--- src/rtl/cla_chunk_add_seq.sv ---
// Multi-cycle wide add/subtract sequencer: walks a DATA_W-bit operand pair through one
// CHUNK_W-bit carry-lookahead adder, LSB chunk first, registering the inter-chunk carry.
module cla_chunk_add_seq #(
    parameter  int CHUNK_W    = 16,
    parameter  int NUM_CHUNKS = 4,
    localparam int DATA_W     = CHUNK_W * NUM_CHUNKS
) (
    input  logic              clk,
    input  logic              rst_n,
    input  logic              in_valid,
    output logic              in_ready,
    input  logic [DATA_W-1:0] a,
    input  logic [DATA_W-1:0] b,
    input  logic              cin,
    input  logic              sub,
    output logic              out_valid,
    input  logic              out_ready,
    output logic [DATA_W-1:0] sum,
    output logic              cout,
    output logic              ovf,
    output logic              busy
);

    localparam int IDX_W      = (NUM_CHUNKS > 1) ? $clog2(NUM_CHUNKS) : 1;
    localparam int NUM_GROUPS = CHUNK_W / 4;

    typedef enum logic [1:0] {
        S_IDLE,
        S_RUN,
        S_DONE
    } state_t;

    state_t              r_state;
    logic [DATA_W-1:0]   r_a;
    logic [DATA_W-1:0]   r_b;      // already inverted for subtraction
    logic                r_carry;
    logic [IDX_W-1:0]    r_idx;

    logic [CHUNK_W-1:0]  w_a_chunk;
    logic [CHUNK_W-1:0]  w_b_chunk;
    logic [CHUNK_W-1:0]  w_p;
    logic [CHUNK_W-1:0]  w_g;
    logic [CHUNK_W-1:0]  w_c;
    logic [CHUNK_W-1:0]  w_s;
    logic [NUM_GROUPS:0] w_gc;
    logic                w_last;

    assign w_a_chunk = r_a[int'(r_idx) * CHUNK_W +: CHUNK_W];
    assign w_b_chunk = r_b[int'(r_idx) * CHUNK_W +: CHUNK_W];
    assign w_last    = (r_idx == IDX_W'(NUM_CHUNKS - 1));

    assign w_p     = w_a_chunk ^ w_b_chunk;
    assign w_g     = w_a_chunk & w_b_chunk;
    assign w_gc[0] = r_carry;

    // Each 4-bit group resolves its internal carries in parallel; groups chain via group P/G.
    for (genvar gi = 0; gi < NUM_GROUPS; gi++) begin : g_grp
        logic [3:0] w_gp;
        logic [3:0] w_gg;
        logic       w_gcin;

        assign w_gp   = w_p[4*gi +: 4];
        assign w_gg   = w_g[4*gi +: 4];
        assign w_gcin = w_gc[gi];

        assign w_c[4*gi]   = w_gcin;
        assign w_c[4*gi+1] = w_gg[0] | (w_gp[0] & w_gcin);
        assign w_c[4*gi+2] = w_gg[1] | (w_gp[1] & w_gg[0]) | (w_gp[1] & w_gp[0] & w_gcin);
        assign w_c[4*gi+3] = w_gg[2] | (w_gp[2] & w_gg[1]) | (w_gp[2] & w_gp[1] & w_gg[0])
                           | (w_gp[2] & w_gp[1] & w_gp[0] & w_gcin);
        assign w_gc[gi+1]  = w_gg[3] | (w_gp[3] & w_gg[2]) | (w_gp[3] & w_gp[2] & w_gg[1])
                           | (w_gp[3] & w_gp[2] & w_gp[1] & w_gg[0])
                           | ((&w_gp) & w_gcin);
    end

    assign w_s = w_p ^ w_c;

    // NOTE: state is updated with non-blocking assignments so every register samples pre-edge values.
    always_ff @(posedge clk or negedge rst_n) begin
        if (!rst_n) begin
            r_state   <= S_IDLE;
            r_a       <= '0;
            r_b       <= '0;
            r_carry   <= 1'b0;
            r_idx     <= '0;
            in_ready  <= 1'b1;
            out_valid <= 1'b0;
            busy      <= 1'b0;
            sum       <= '0;
            cout      <= 1'b0;
            ovf       <= 1'b0;
        end else begin
            case (r_state)
                S_IDLE: begin
                    if (in_valid && in_ready) begin
                        r_a      <= a;
                        r_b      <= sub ? ~b : b;
                        r_carry  <= sub ? 1'b1 : cin;
                        r_idx    <= '0;
                        sum      <= '0;
                        in_ready <= 1'b0;
                        busy     <= 1'b1;
                        r_state  <= S_RUN;
                    end
                end
                S_RUN: begin
                    sum[int'(r_idx) * CHUNK_W +: CHUNK_W] <= w_s;
                    r_carry <= w_gc[NUM_GROUPS];
                    r_idx   <= r_idx + 1'b1;
                    if (w_last) begin
                        cout      <= w_gc[NUM_GROUPS];
                        ovf       <= (r_a[DATA_W-1] == r_b[DATA_W-1]) &&
                                     (w_s[CHUNK_W-1] != r_a[DATA_W-1]);
                        out_valid <= 1'b1;
                        r_state   <= S_DONE;
                    end
                end
                S_DONE: begin
                    if (out_ready) begin
                        out_valid <= 1'b0;
                        in_ready  <= 1'b1;
                        busy      <= 1'b0;
                        r_state   <= S_IDLE;
                    end
                end
                default: r_state <= S_IDLE;
            endcase
        end
    end

endmodule

--- config.mk ---
export PLATFORM = sky130hd
export DESIGN_NAME = cla_chunk_add_seq
export DESIGN_NICKNAME = d
export VERILOG_FILES = /design/src/rtl/cla_chunk_add_seq.sv
export SDC_FILE = /design/constraint.sdc
export NUM_CORES = 1
export LEC_CHECK = 0
export ABC_AREA = 1
export BUFFER_PORTS_ARGS = -buffer_cell sky130_fd_sc_hd__buf_4
export CORE_MARGIN = 1
export CORE_UTILIZATION = 45
export CTS_CLUSTER_SIZE = 20
export DETAILED_ROUTE_END_ITERATION = 7
export PLACE_DENSITY_LB_ADDON = 0.15
export SLEW_MARGIN = 30
export SYNTH_ARGS = -nofsm -noshare
export SYNTH_HDL_FRONTEND = slang
export SYNTH_SLANG_ARGS = --single-unit
--- constraint.sdc ---
create_clock -name clk -period 3.45 [get_ports clk]
set_input_delay 0 -clock clk [delete_from_list [all_inputs] [get_ports clk]]
set_output_delay 0 -clock clk [all_outputs]
set_load 0.05 [all_outputs]
# Word-level counts from Yosys, hierarchy flattened
# Index checks and enable logic that the tools add are counted.
[op_classes]
div_mod_pow = 0
magnitude_cmp = 0
n_mux = 21
n_bitwise = 104
n_reduce_logical = 16
n_mul = 0
n_eq_ne = 8
shifts = 4
n_addsub = 2
[op_table]
columns = ["op", "n"]
rows = [
  ["two-way mux 64 bit", 2],
  ["one-hot mux 64 bit (2 select lines)", 1],
  ["indexed part select 64 x 7 -> 16 bit", 2],
  ["bitwise mux 64 bit", 1],
  ["inverter 64 bit", 1],
  ["variable shift 16 x 33 -> 64 bit, first input constant", 1],
  ["indexed part select 16 x 33 -> 64 bit", 1],
  ["bitwise AND 1 bit", 60],
  ["OR 1 bit", 40],
  ["negation 6 -> 33 bit", 1],
  ["bitwise XOR 16 bit", 2],
  ["bitwise AND 16 bit", 1],
  ["AND reduction 4 bit", 4],
  ["AND reduction 3 bit", 3],
  ["two-way mux 2 bit", 4],
  ["one-hot mux 1 bit (2 select lines)", 4],
  ["two-way mux 1 bit", 7],
  ["!= test 2 bit, second input constant", 3],
  ["one-hot mux 2 bit (3 select lines)", 1],
  ["AND reduction 2 bit", 3],
  ["nonzero test 2 bit", 3],
  ["equality test 2 bit, second input constant", 2],
  ["one-hot mux 2 bit (2 select lines)", 1],
  ["adder 2 x 1 -> 2 bit, second input constant", 1],
  ["other kinds (5)", 6],
]
[totals]
mem_count = 0
regBits = 202
romBits = 0
ramBits = 0
out_inout_bits = 69
elab_cells = 166
in_bits = 134
latchBits = 0

# Longest topological paths before layout
# Gate-level depths: netlist of run 1.
[depth]
depth_word = 17
mapped_depth = 21

# Worst setup path after synthesis of run 1
# Ideal clock, no wire load.
[synth_path]
kind = "reg2reg"
start = "register r_idx[0]"
end = "register sum[45]"
setup_slack_ns = 0.427
period_less_slack_ns = 3.023
path_stages_with_launch = 18
path_buffers = 3
arrival_ns = 2.902
path_cell_list = "dfrtp_1 -> buf_2 -> inv_1 -> buf_2 -> clkbuf_1 -> nor2_1 -> o22ai_1 -> ha_1 -> a21oi_1 -> nand2_1 -> a21oi_2 -> nand2_2 -> nand2_2 -> nand2_2 -> fa_1 -> xnor2_1 -> nor2_1 -> a22o_1"
[synth_via]
elab_chain_cells = 17
[synth_rtl]
columns = ["element", "line", "source"]
rows = [
  ["from (decl)", "37", "logic [IDX_W-1:0] r_idx;"],
  ["from (signal assigned)", "109", "r_idx <= r_idx + 1'b1;"],
  ["indexed part select 64 x 7 -> 16 bit (on tied branches)", "48, 49", ""],
  ["bitwise XOR 16 bit / bitwise AND 16 bit (equally long branches)", "52, 53", ""],
  ["bitwise AND 1 bit (on tied branches)", "71, 72", ""],
  ["OR 1 bit (tied with other cells)", "71", "assign w_gc[gi+1] = w_gg[3] | (w_gp[3] & w_gg[2]) | (w_gp[3] & w_gp[2] & w_gg[1])"],
  ["OR 1 bit / bitwise AND 1 bit (equally long branches)", "71, 72", ""],
  ["OR 1 bit", "72", "| (w_gp[3] & w_gp[2] & w_gp[1] & w_gg[0])"],
  ["OR 1 bit", "73", "| ((&w_gp) & w_gcin);"],
  ["bitwise AND 1 bit", "73", ""],
  ["OR 1 bit", "73", ""],
  ["bitwise AND 1 bit", "73", ""],
  ["OR 1 bit", "73", ""],
  ["bitwise AND 1 bit (on tied branches)", "67, 68, 70", ""],
  ["OR 1 bit (on tied branches)", "67, 68, 70", ""],
  ["bitwise XOR 16 bit", "76", "assign w_s = w_p ^ w_c;"],
  ["indexed part select 16 x 33 -> 64 bit", "107", "sum[int'(r_idx) * CHUNK_W +: CHUNK_W] <= w_s;"],
  ["bitwise mux 64 bit *", "107", ""],
  ["one-hot mux 64 bit (2 select lines) *", "93", "case (r_state)"],
  ["to (signal, indexed assignment)", "107", ""],
  ["to (decl)", "18", "output logic [DATA_W-1:0] sum,"],
]
# Every way passes the cells marked *; elsewhere a longest branch is shown, timed or not.
# A chain may end at the register's enable or synchronous reset.

# Final worst setup path of run 1
[layout_path]
start = "register r_idx[1]"
end = "register sum[45]"
# The elaborated chain is that of the path after synthesis.

==> results of run 1 <==
[worst max-delay path by stage]
stage,start,to,slack [ns]
finish,r_idx[1]$_DFFE_PN0P_,sum[45]$_DFFE_PN0P_,0.31
global route,r_idx[1]$_DFFE_PN0P_,sum[45]$_DFFE_PN0P_,0.05
CTS,r_idx[1]$_DFFE_PN0P_,sum[45]$_DFFE_PN0P_,0.28
detailed placement,r_idx[1]$_DFFE_PN0P_,sum[45]$_DFFE_PN0P_,0.28
global placement,r_idx[0]$_DFFE_PN0P_,sum[45]$_DFFE_PN0P_,0.35
floorplan,r_idx[0]$_DFFE_PN0P_,sum[45]$_DFFE_PN0P_,0.43
[metrics by stage]
| stage | setup slack, ns | total power (W) | hold WS (ns) | std cells | area [um^2] |
|---|---|---|---|---|---|
| 6_report | 0.314 | 0.0142 | 0.0186 | 1733 | 13600 |
| 2_1_floorplan | 0.427 | 0.00934 | -0.296 | 1138 | 9760 |
| 4_1_cts | 0.280 | 0.0142 | 0.0900 | 1732 | 13500 |
| 3_3_place_gp | 0.351 | 0.0116 | 0.0498 | 1563 | 11500 |
| 3_5_place_dp | 0.279 | 0.0117 | 0.0565 | 1563 | 11500 |
| 5_1_grt | 0.0497 | 0.0153 | 0.0318 | 1733 | 13600 |
[cell type report]
type,count,area (um^2),share of cell area (%)
flip-flops and latches,202,5060,37.3
repair buffers,350,3040,22.4
well taps,275,344,2.54
multi-input cells,829,4250,31.3
clock buffers,33,641,4.72
inverters,39,151,1.12
clock inverters,5,78.8,0.581
[sequential cells by signal, indices dropped and copies added (netlist names)]
name / flops
r_a: 64
r_b: 64
sum: 64
r_idx: 2
r_state: 2
busy: 1
cout: 1
g_grp.w_gcin: 1
in_ready: 1
out_valid: 1
ovf: 1
[power groups by stage]
stage | Combinational, W | Clock, W | Sequential (W)
CTS | 0.00777 | 0.00240 | 0.00405
global placement | 0.00751 | 0 | 0.00408
finish | 0.00776 | 0.00236 | 0.00406
global route | 0.00860 | 0.00250 | 0.00417
detailed placement | 0.00764 | 0 | 0.00408
floorplan | 0.00429 | 0 | 0.00505
[cell usage after synthesis]
cell type	number
a21oi_1	8
a21oi_2	3
a22o_1	9
a31oi_1	1
a32o_1	3
a32oi_1	2
buf_1	2
buf_2	31
buf_4	2
buf_6	1
clkbuf_1	32
clkinv_1	1
dfrtp_1	201
dfstp_2	1
fa_1	4
ha_1	20
inv_1	33
inv_2	5
nand2_1	386
nand2_2	8
nand2_4	1
nand3_1	21
nand3_2	1
nand4_1	7
nor2_1	76
nor2_2	1
nor2_4	2
nor3_1	1
nor3_4	2
nor3b_1	1
nor4_4	1
o211ai_1	1
o21ai_0	139
o21ai_1	25
o21bai_1	1
o22ai_1	31
o31ai_1	1
or2_2	2
xnor2_1	67
xor2_1	4
[tightest hold or removal path: cells and delay by family]
kind,cells,cell delay [ns]
xor+xnor,1,0.19
buf+inv,1,0.22
compound gates,1,0.07
[logic make-up after synthesis]
kind of cell | count (synthesis) | share of synthesized area, %
AOI/OAI and AO/OA | 224 | 12.7
xor gates and xnor gates | 71 | 6.37
adders and majority gates | 24 | 3.38
buffers and inverters | 107 | 4.67
DFF | 202 | 51.8
and+or+nand+nor | 510 | 21.1
[routing by layer]
layer | vias up | global-route usage [%] | part of all wire, %
met5 | - | 0 | 0
li1 | 4308 | - | -
met2 | 259 | 41.6 | 47
met1 | 4086 | 34.4 | 46
met4 | 0 | 6.73 | 2.1
met3 | 37 | 3.36 | 5.0
==> impl_metrics.toml, run 1 <==
[worst_hold_path]
hold_path_class = "primary input to flop"
holdPathEnd = "r_b[3]$_DFFE_PN0P_"
min_path_cells = 3
min_from = "sub"

[worst_setup_path]
worstReg2RegStart = "r_idx[1]$_DFFE_PN0P_"
crit_top_cell = "nand2_2"
r2r_cells = 16
path_cells = "clkinv_1, buf_12, a32oi_1, ha_1, nand2_1, nand2_1, nand3_2, nand2_2, nand2_2, nand2_2, nand2_2, nand2_2, fa_1, xnor2_1, nor2_1, a22o_1"
crit_family = "simple AND/OR/NAND/NOR gates"
critPathLaunchType = "flop"
critPathKind = "flop to flop"
critPathArrivalTime_ns = 3.52
cp_num_buf_inv = 2
cp.depth = 16
slowest_stage = "dfrtp_1"
cp.required_ns = 3.84
reg2reg_setup_slack_ns = 0.31
cp_max_fo = 33
rr_endpoint = "sum[45]$_DFFE_PN0P_"
endpoint_kind = "flop"
cp_slowest_stage_delay_ns = 0.40

[clock_tree]
path_clk_slew_ns = 0.06
cts_setup_buffers = 0
ctsResizeCount = 0
clk_path_buf_depth = 3
htreeDepth = 1
clock_sinks = 202
holdBufCountCts = 131
cts_root_buf = "clkbuf_16"
cts_buffers = 21
cts_tree = "yes"
worstSkewPairLatency_ns = 0.51

[grt]
grt_pass1_vias = 8565
grt.overflow.total = 0
grt_max_degree = 128
grt_first_pass_wirelength_um = 43900
grt_use_total_pct = 25.0
antenna_found_initial = 0

[synthesis]
yosysUniqueCellTypes = 40
synth_warnings = 0
synth_nets = 1296
syn_avg_cell_area_um2 = 8.58
ys_ff_latch = 202
syn_area_um2 = 9760
syn-instance-count = 1138
seq_area_frac_synth_pct = 51.8
ys_top_cells_by_area = "dfrtp_1 52%, nand2_1 15%, o21ai_0 7.1%, xnor2_1 6.0%, nor2_1 2.9%"
yosys.area.top_type = "dfrtp_1"
synth_top_area_share_pct = 51.5

[power]
seqPwrFrac_pct = 28.6
power.density_nw_per_um2 = 1050
internal_power_w = 0.00745
ir_worst_vdd_v = 0.000448
switchingPower_w = 0.00673
p_clk_share_pct = 16.6
combPwrFrac_pct = 54.7
leakage_nw = 6.70
p_sw_share_pct = 47.5

[layout]
fillers = 1765
syn2layout_area_growth_pct = 38.9
antenna_cells = 0
final_nets = 1601
finish.utilization_pct = 64.1
layout_common_cells = "386 x nand2_1, 212 x buf_4, 200 x dfrtp_1"
drive_gt1_share_pct = 19.3
final_common_cell = "nand2_1"

[floorplanning]
start_util_pct = 46.1
dieHeight_um = 149
core-area_um2 = 21200
io_pins = 203
fp.dieW_um = 149
rows = 53
dieArea_um2 = 22300

[timing]
tns_ns = 0
rsz0062_at_grt = "no"
post-route-period-util_pct = 90.9
skew_ns = 0.0108
fmax_mhz = 319
setup_violations = 0
hold_violations = 0
tightestPinTransition_ns = 0.821
drv_slew = 0
finalCriticalPeriod_ns = 3.14
maxSlewHeadroom_pct = 45.3

[routing]
vias_per_cell = 5.01
via_count = 8690
wire_per_inst_um = 15.6
first_iter_violations = 569
drtPass1Iterations = 5
wirelength_um = 27100
drcViolationCount = 0
drtAntennaViolNets = 0

[run]
cap_violations = 0

[placed_design]
detailed_place_hpwl_um = 17600
gp_congestion = 0.838
portBuffers = 202

[status]
status = "finished, final reports clean"
No activity file was read; power rests on OpenSTA's default activity.
==> run 2, diff against run 1 <==
Settings changed: CORE_ASPECT_RATIO set to 0.6, GPL_TIMING_DRIVEN set to 1.
==> impl_metrics.toml, run 2 (synthesis gave the netlist of run 1 again) <==
[worst_setup_path]
reg2reg_setup_slack_ns = 0.23
rr_endpoint = "sum[61]$_DFFE_PN0P_"
crit_top_cell = "nand2_2"
critPathKind = "flop to flop"
cp_max_fo = 17
critPathLaunchType = "flop"
cp_slowest_stage_delay_ns = 0.56
worstReg2RegStart = "r_idx[0]$_DFFE_PN0P_"
endpoint_kind = "flop"
r2r_cells = 18
critPathArrivalTime_ns = 3.63
crit_family = "simple AND/OR/NAND/NOR gates"
slowest_stage = "dfrtp_4"
path_cells = "inv_2, buf_4, nand2_1, a32oi_1, ha_1, nand2_1, nand2_1, nand3_2, nand2_2, nand2_2, nand2_2, nand2_2, nand2_2, fa_1, xnor2_2, nor2_1, nand2_1, o21ai_0"
cp.required_ns = 3.86
cp_num_buf_inv = 2

[floorplanning]
dieArea_um2 = 22300
io_pins = 203
start_util_pct = 46.2
rows = 41
fp.dieW_um = 192
core-area_um2 = 21100
dieHeight_um = 116

[clock_tree]
path_clk_slew_ns = 0.07
cts_root_buf = "clkbuf_16"
cts_buffers = 20
cts_tree = "yes"
worstSkewPairLatency_ns = 0.50
htreeDepth = 1
clk_path_buf_depth = 3
clock_sinks = 202

[routing]
drcViolationCount = 0
via_count = 8894
drtAntennaViolNets = 0
wirelength_um = 29200
drtPass1Iterations = 6
first_iter_violations = 654
wire_per_inst_um = 16.9
vias_per_cell = 5.13

[grt]
grt_first_pass_wirelength_um = 46000
grt_use_total_pct = 26.7
grt_max_degree = 107
grt.overflow.total = 0
grt_pass1_vias = 8613
antenna_found_initial = 0

[timing]
rsz0062_at_grt = "no"
tightestPinTransition_ns = 0.962
finalCriticalPeriod_ns = 3.22
fmax_mhz = 311
drv_slew = 0
tns_ns = 0
hold_violations = 0
skew_ns = 0.0109
whs_ns = 0.0714
maxSlewHeadroom_pct = 35.8
post-route-period-util_pct = 93.3
setup_violations = 0

[layout]
syn2layout_area_growth_pct = 38.8
final_common_cell = "nand2_1"
final_nets = 1601
regArea_um2 = 5060
reg.largest.list = "r_a (64), r_b (64), sum (64)"
final_cells = 1735
fillers = 1705
multi_input_area_um2 = 4260
antenna_cells = 0
drive_gt1_share_pct = 19.4
layout_common_cells = "386 x nand2_1, 214 x buf_4, 200 x dfrtp_1"

[power]
ir_worst_vdd_v = 0.000523
leakage_nw = 6.69
power.density_nw_per_um2 = 1050
switchingPower_w = 0.00685
p_clk_share_pct = 16.1
p_sw_share_pct = 48.1
seqPwrFrac_pct = 29.0
combPwrFrac_pct = 54.9
internal_power_w = 0.00740

[run]
cap_violations = 0

[placed_design]
dp.cells = 1568
detailed_place_hpwl_um = 19400
gp_congestion = 0.866
portBuffers = 202

[status]
status = "finished, final reports clean"

[worst_hold_path]
hold_path_class = "primary input to asynchronous set/reset pin"
## run 2: cell types whose count changed in the layout (fill, tap and decap cells not counted), sizes merged
cell,previous run,this run
clkbuf,34,28
clkinvlp,0,3
buf,218,219
clkinv,3,4
inv,39,38
## run 2: how the worst max path moves through the flow
stage / from / endpoint / cells after the start
floorplan: r_idx[0]$_DFFE_PN0P_ / sum[45]$_DFFE_PN0P_ / 17
global placement: r_idx[0]$_DFFE_PN0P_ / sum[45]$_DFFE_PN0P_ / 17
detailed placement: r_idx[0]$_DFFE_PN0P_ / sum[45]$_DFFE_PN0P_ / 17
CTS: r_idx[0]$_DFFE_PN0P_ / sum[45]$_DFFE_PN0P_ / 17
global route: r_idx[0]$_DFFE_PN0P_ / sum[29]$_DFFE_PN0P_ / 18
finish: r_idx[0]$_DFFE_PN0P_ / sum[61]$_DFFE_PN0P_ / 18
## run 2: cell type report
class	count	area share [%]
clock inverter	8	0.748
tap	279	2.58
multi-input combinational	829	31.4
clock buffer	27	4.34
timing repair buffer	351	22.4
inverter	39	1.12
sequential	202	37.4
## run 2: power by group through the flow
stage / logic, W / registers [W] / clock network, W
global placement: 0.00743 / 0.00417 / 0
CTS: 0.00778 / 0.00413 / 0.00234
floorplan: 0.00429 / 0.00505 / 0
finish: 0.00783 / 0.00413 / 0.00230
detailed placement: 0.00759 / 0.00414 / 0
global route: 0.00871 / 0.00424 / 0.00242
## run 2: routing by layer
layer	vias up	global-route usage [%]	wire length (um)
li1	4305	-	-
met5	-	0	0
met3	50	4.78	2010
met4	0	5.41	536
met1	4230	40.3	14000
met2	309	40.2	12700
## run 2: per-stage QoR
step                      util, %  total power (W)  worst slack (ns)  instance area (um^2)
final                        64.1           0.0143             0.232                 13500
after global routing         64.1           0.0154            0.0180                 13500
after detailed placement     54.6           0.0117             0.246                 11500
after global placement       54.4           0.0116             0.372                 11500
after floorplan                 -          0.00934             0.427                  9760
after CTS                    64.0           0.0143             0.218                 13500
## run 2: what timing repair did
item,4_1_cts,5_1_grt
endpoints found under the setup margin,0,3
setup buffers,0,1
gates resized for setup,0,1
hold buffers,131,0
endpoints found under the hold margin,253,0
==> run 3, diff against run 2 <==
Settings changed: REMOVE_ABC_BUFFERS set to 1.
==> impl_metrics.toml, run 3 (synthesis gave the netlist of run 1 again) <==
[placed_design]
detailed_place_hpwl_um = 18600
dp.cells = 1568
portBuffers = 202
gp_congestion = 0.805

[worst_setup_path]
cp_slowest_stage_delay_ns = 0.50
critPathLaunchType = "flop"
cp_max_fo = 23
critPathLaunch = "r_idx[0]$_DFFE_PN0P_"
critPathArrivalTime_ns = 3.50
crit_top_cell = "nand2_2"
cp_num_buf_inv = 2
crit_family = "simple AND/OR/NAND/NOR gates"
path_cells = "inv_2, buf_4, nand2_1, a32oi_1, ha_1, nand2_1, nand2_1, nand3_2, nand2_2, nand2_2, nand2_2, nand2_2, nand2_2, fa_1, xnor2_1, nor2_1, nand2_1, o21ai_0"
cp.required_ns = 3.86
endpoint_kind = "flop"
slowest_stage = "dfrtp_4"
worstReg2RegStart = "r_idx[0]$_DFFE_PN0P_"
critPathKind = "flop to flop"

[layout]
final_nets = 1601
antenna_cells = 0
reg.largest.list = "r_a (64), r_b (64), sum (64)"
layout_common_cells = "386 x nand2_1, 216 x buf_4, 200 x dfrtp_1"
fillers = 1800
drive_gt1_share_pct = 19.3
syn2layout_area_growth_pct = 38.1
final_cells = 1736
final_common_cell = "nand2_1"

[clock_tree]
ctsResizeCount = 0
path_clk_slew_ns = 0.06
cts_buffers = 21
htreeDepth = 1
clk_path_buf_depth = 3
cts_root_buf = "clkbuf_16"
clock_sinks = 202
worstSkewPairLatency_ns = 0.50
cts_tree = "yes"

[routing]
vias_per_cell = 5.05
drtPass1Iterations = 5
first_iter_violations = 583
wire_per_inst_um = 16.4
drtAntennaViolNets = 0
wirelength_um = 28500
via_count = 8762
drcViolationCount = 0

[floorplanning]
rows = 41
io_pins = 203
core-area_um2 = 21100
start_util_pct = 46.2
fp.dieW_um = 192
dieHeight_um = 116
dieArea_um2 = 22300

[timing]
skew_ns = 0.0148
hold_violations = 0
tightestPinTransition_ns = 0.941
post-route-period-util_pct = 89.6
finalCriticalPeriod_ns = 3.09
whs_ns = 0.160
rsz0062_at_grt = "no"
maxSlewHeadroom_pct = 37.3
fmax_mhz = 324
drv_slew = 0
setup_violations = 0

[grt]
grt.overflow.total = 0
antenna_found_initial = 0
grt_use_total_pct = 26.0
grt_max_degree = 122
grt_pass1_vias = 8618
grt_first_pass_wirelength_um = 45400

[run]
cap_violations = 0

[power]
ir_worst_vdd_v = 0.000589
internal_power_w = 0.00732
p_clk_share_pct = 16.1
seqPwrFrac_pct = 29.3
p_sw_share_pct = 47.7
combPwrFrac_pct = 54.7
switchingPower_w = 0.00667
power.density_nw_per_um2 = 1040
leakage_nw = 6.67

[status]
status = "finished, final reports clean"

[worst_hold_path]
hold_path_class = "primary input to asynchronous set/reset pin"
-- run 3: cell count changes in the layout (fill, tap and decap cells not counted), moves of 2 or more --
cell and change:
clkinv_2 +2, clkinvlp_4 -3, buf_4 +2, buf_12 -2, clkbuf_1 +2
-- run 3: power by group through the flow --
stage	Sequential [W]	Combinational (W)	Clock [W]
final	0.00409	0.00765	0.00225
after global routing	0.00419	0.00852	0.00239
after CTS	0.00407	0.00769	0.00229
after detailed placement	0.00409	0.00755	0
after global placement	0.00410	0.00739	0
after floorplan	0.00516	0.00402	0
-- run 3: area by class of cell --
cell class | instances | area (um^2) | area share [%]
repair buffers | 350 | 2990 | 22.2
clock buffers | 31 | 623 | 4.62
inverters | 39 | 151 | 1.12
flip-flops and latches | 202 | 5060 | 37.5
multi-input cells | 829 | 4250 | 31.5
clock inverters | 6 | 58.8 | 0.436
well taps | 279 | 349 | 2.59
-- run 3: final timing paths --
path	slack, ns	to	cells after the start
worst max-delay path	0.36	sum[61]$_DFFE_PN0P_	18
worst min-delay path	0.16	r_a[33]$_DFFE_PN0P_	2
worst max register to register	0.36	sum[61]$_DFFE_PN0P_	18
worst min register to register	0.47	r_a[44]$_DFFE_PN0P_	2
max in group asynchronous	2.35	in_ready$_DFFE_PN1P_	3
min in group clk	0.22	r_b[11]$_DFFE_PN0P_	3
-- run 3: timing repair --
action                    in CTS  in global routing
buffers inserted               0                  0
hold buffers                 131                  0
hold endpoints to repair     239                  0
-- run 3: layer usage --
layer / track usage [%] / up-vias / part of all wire (%)
met2: 40.5 / 264 / 44
met3: 4.54 / 34 / 6.0
li1: - / 4309 / -
met4: 5.14 / 0 / 1.7
met5: 0 / - / 0
met1: 38.3 / 4155 / 48
-- run 3: per-stage QoR --
| step | worst slack, ns | cell area, um^2 | TNS [ns] | utilization (%) | total power (W) |
|---|---|---|---|---|---|
| 4_1_cts | 0.328 | 13500 | 0 | 63.8 | 0.0141 |
| 3_3_place_gp | 0.512 | 11500 | 0 | 54.3 | 0.0115 |
| 5_1_grt | 0.0416 | 13500 | 0 | 63.8 | 0.0151 |
| 6_report | 0.360 | 13500 | 0 | 63.8 | 0.0140 |
| 3_5_place_dp | 0.386 | 11500 | 0 | 54.3 | 0.0116 |
| 2_1_floorplan | -1.55 | 9450 | -118.90 | - | 0.00918 |
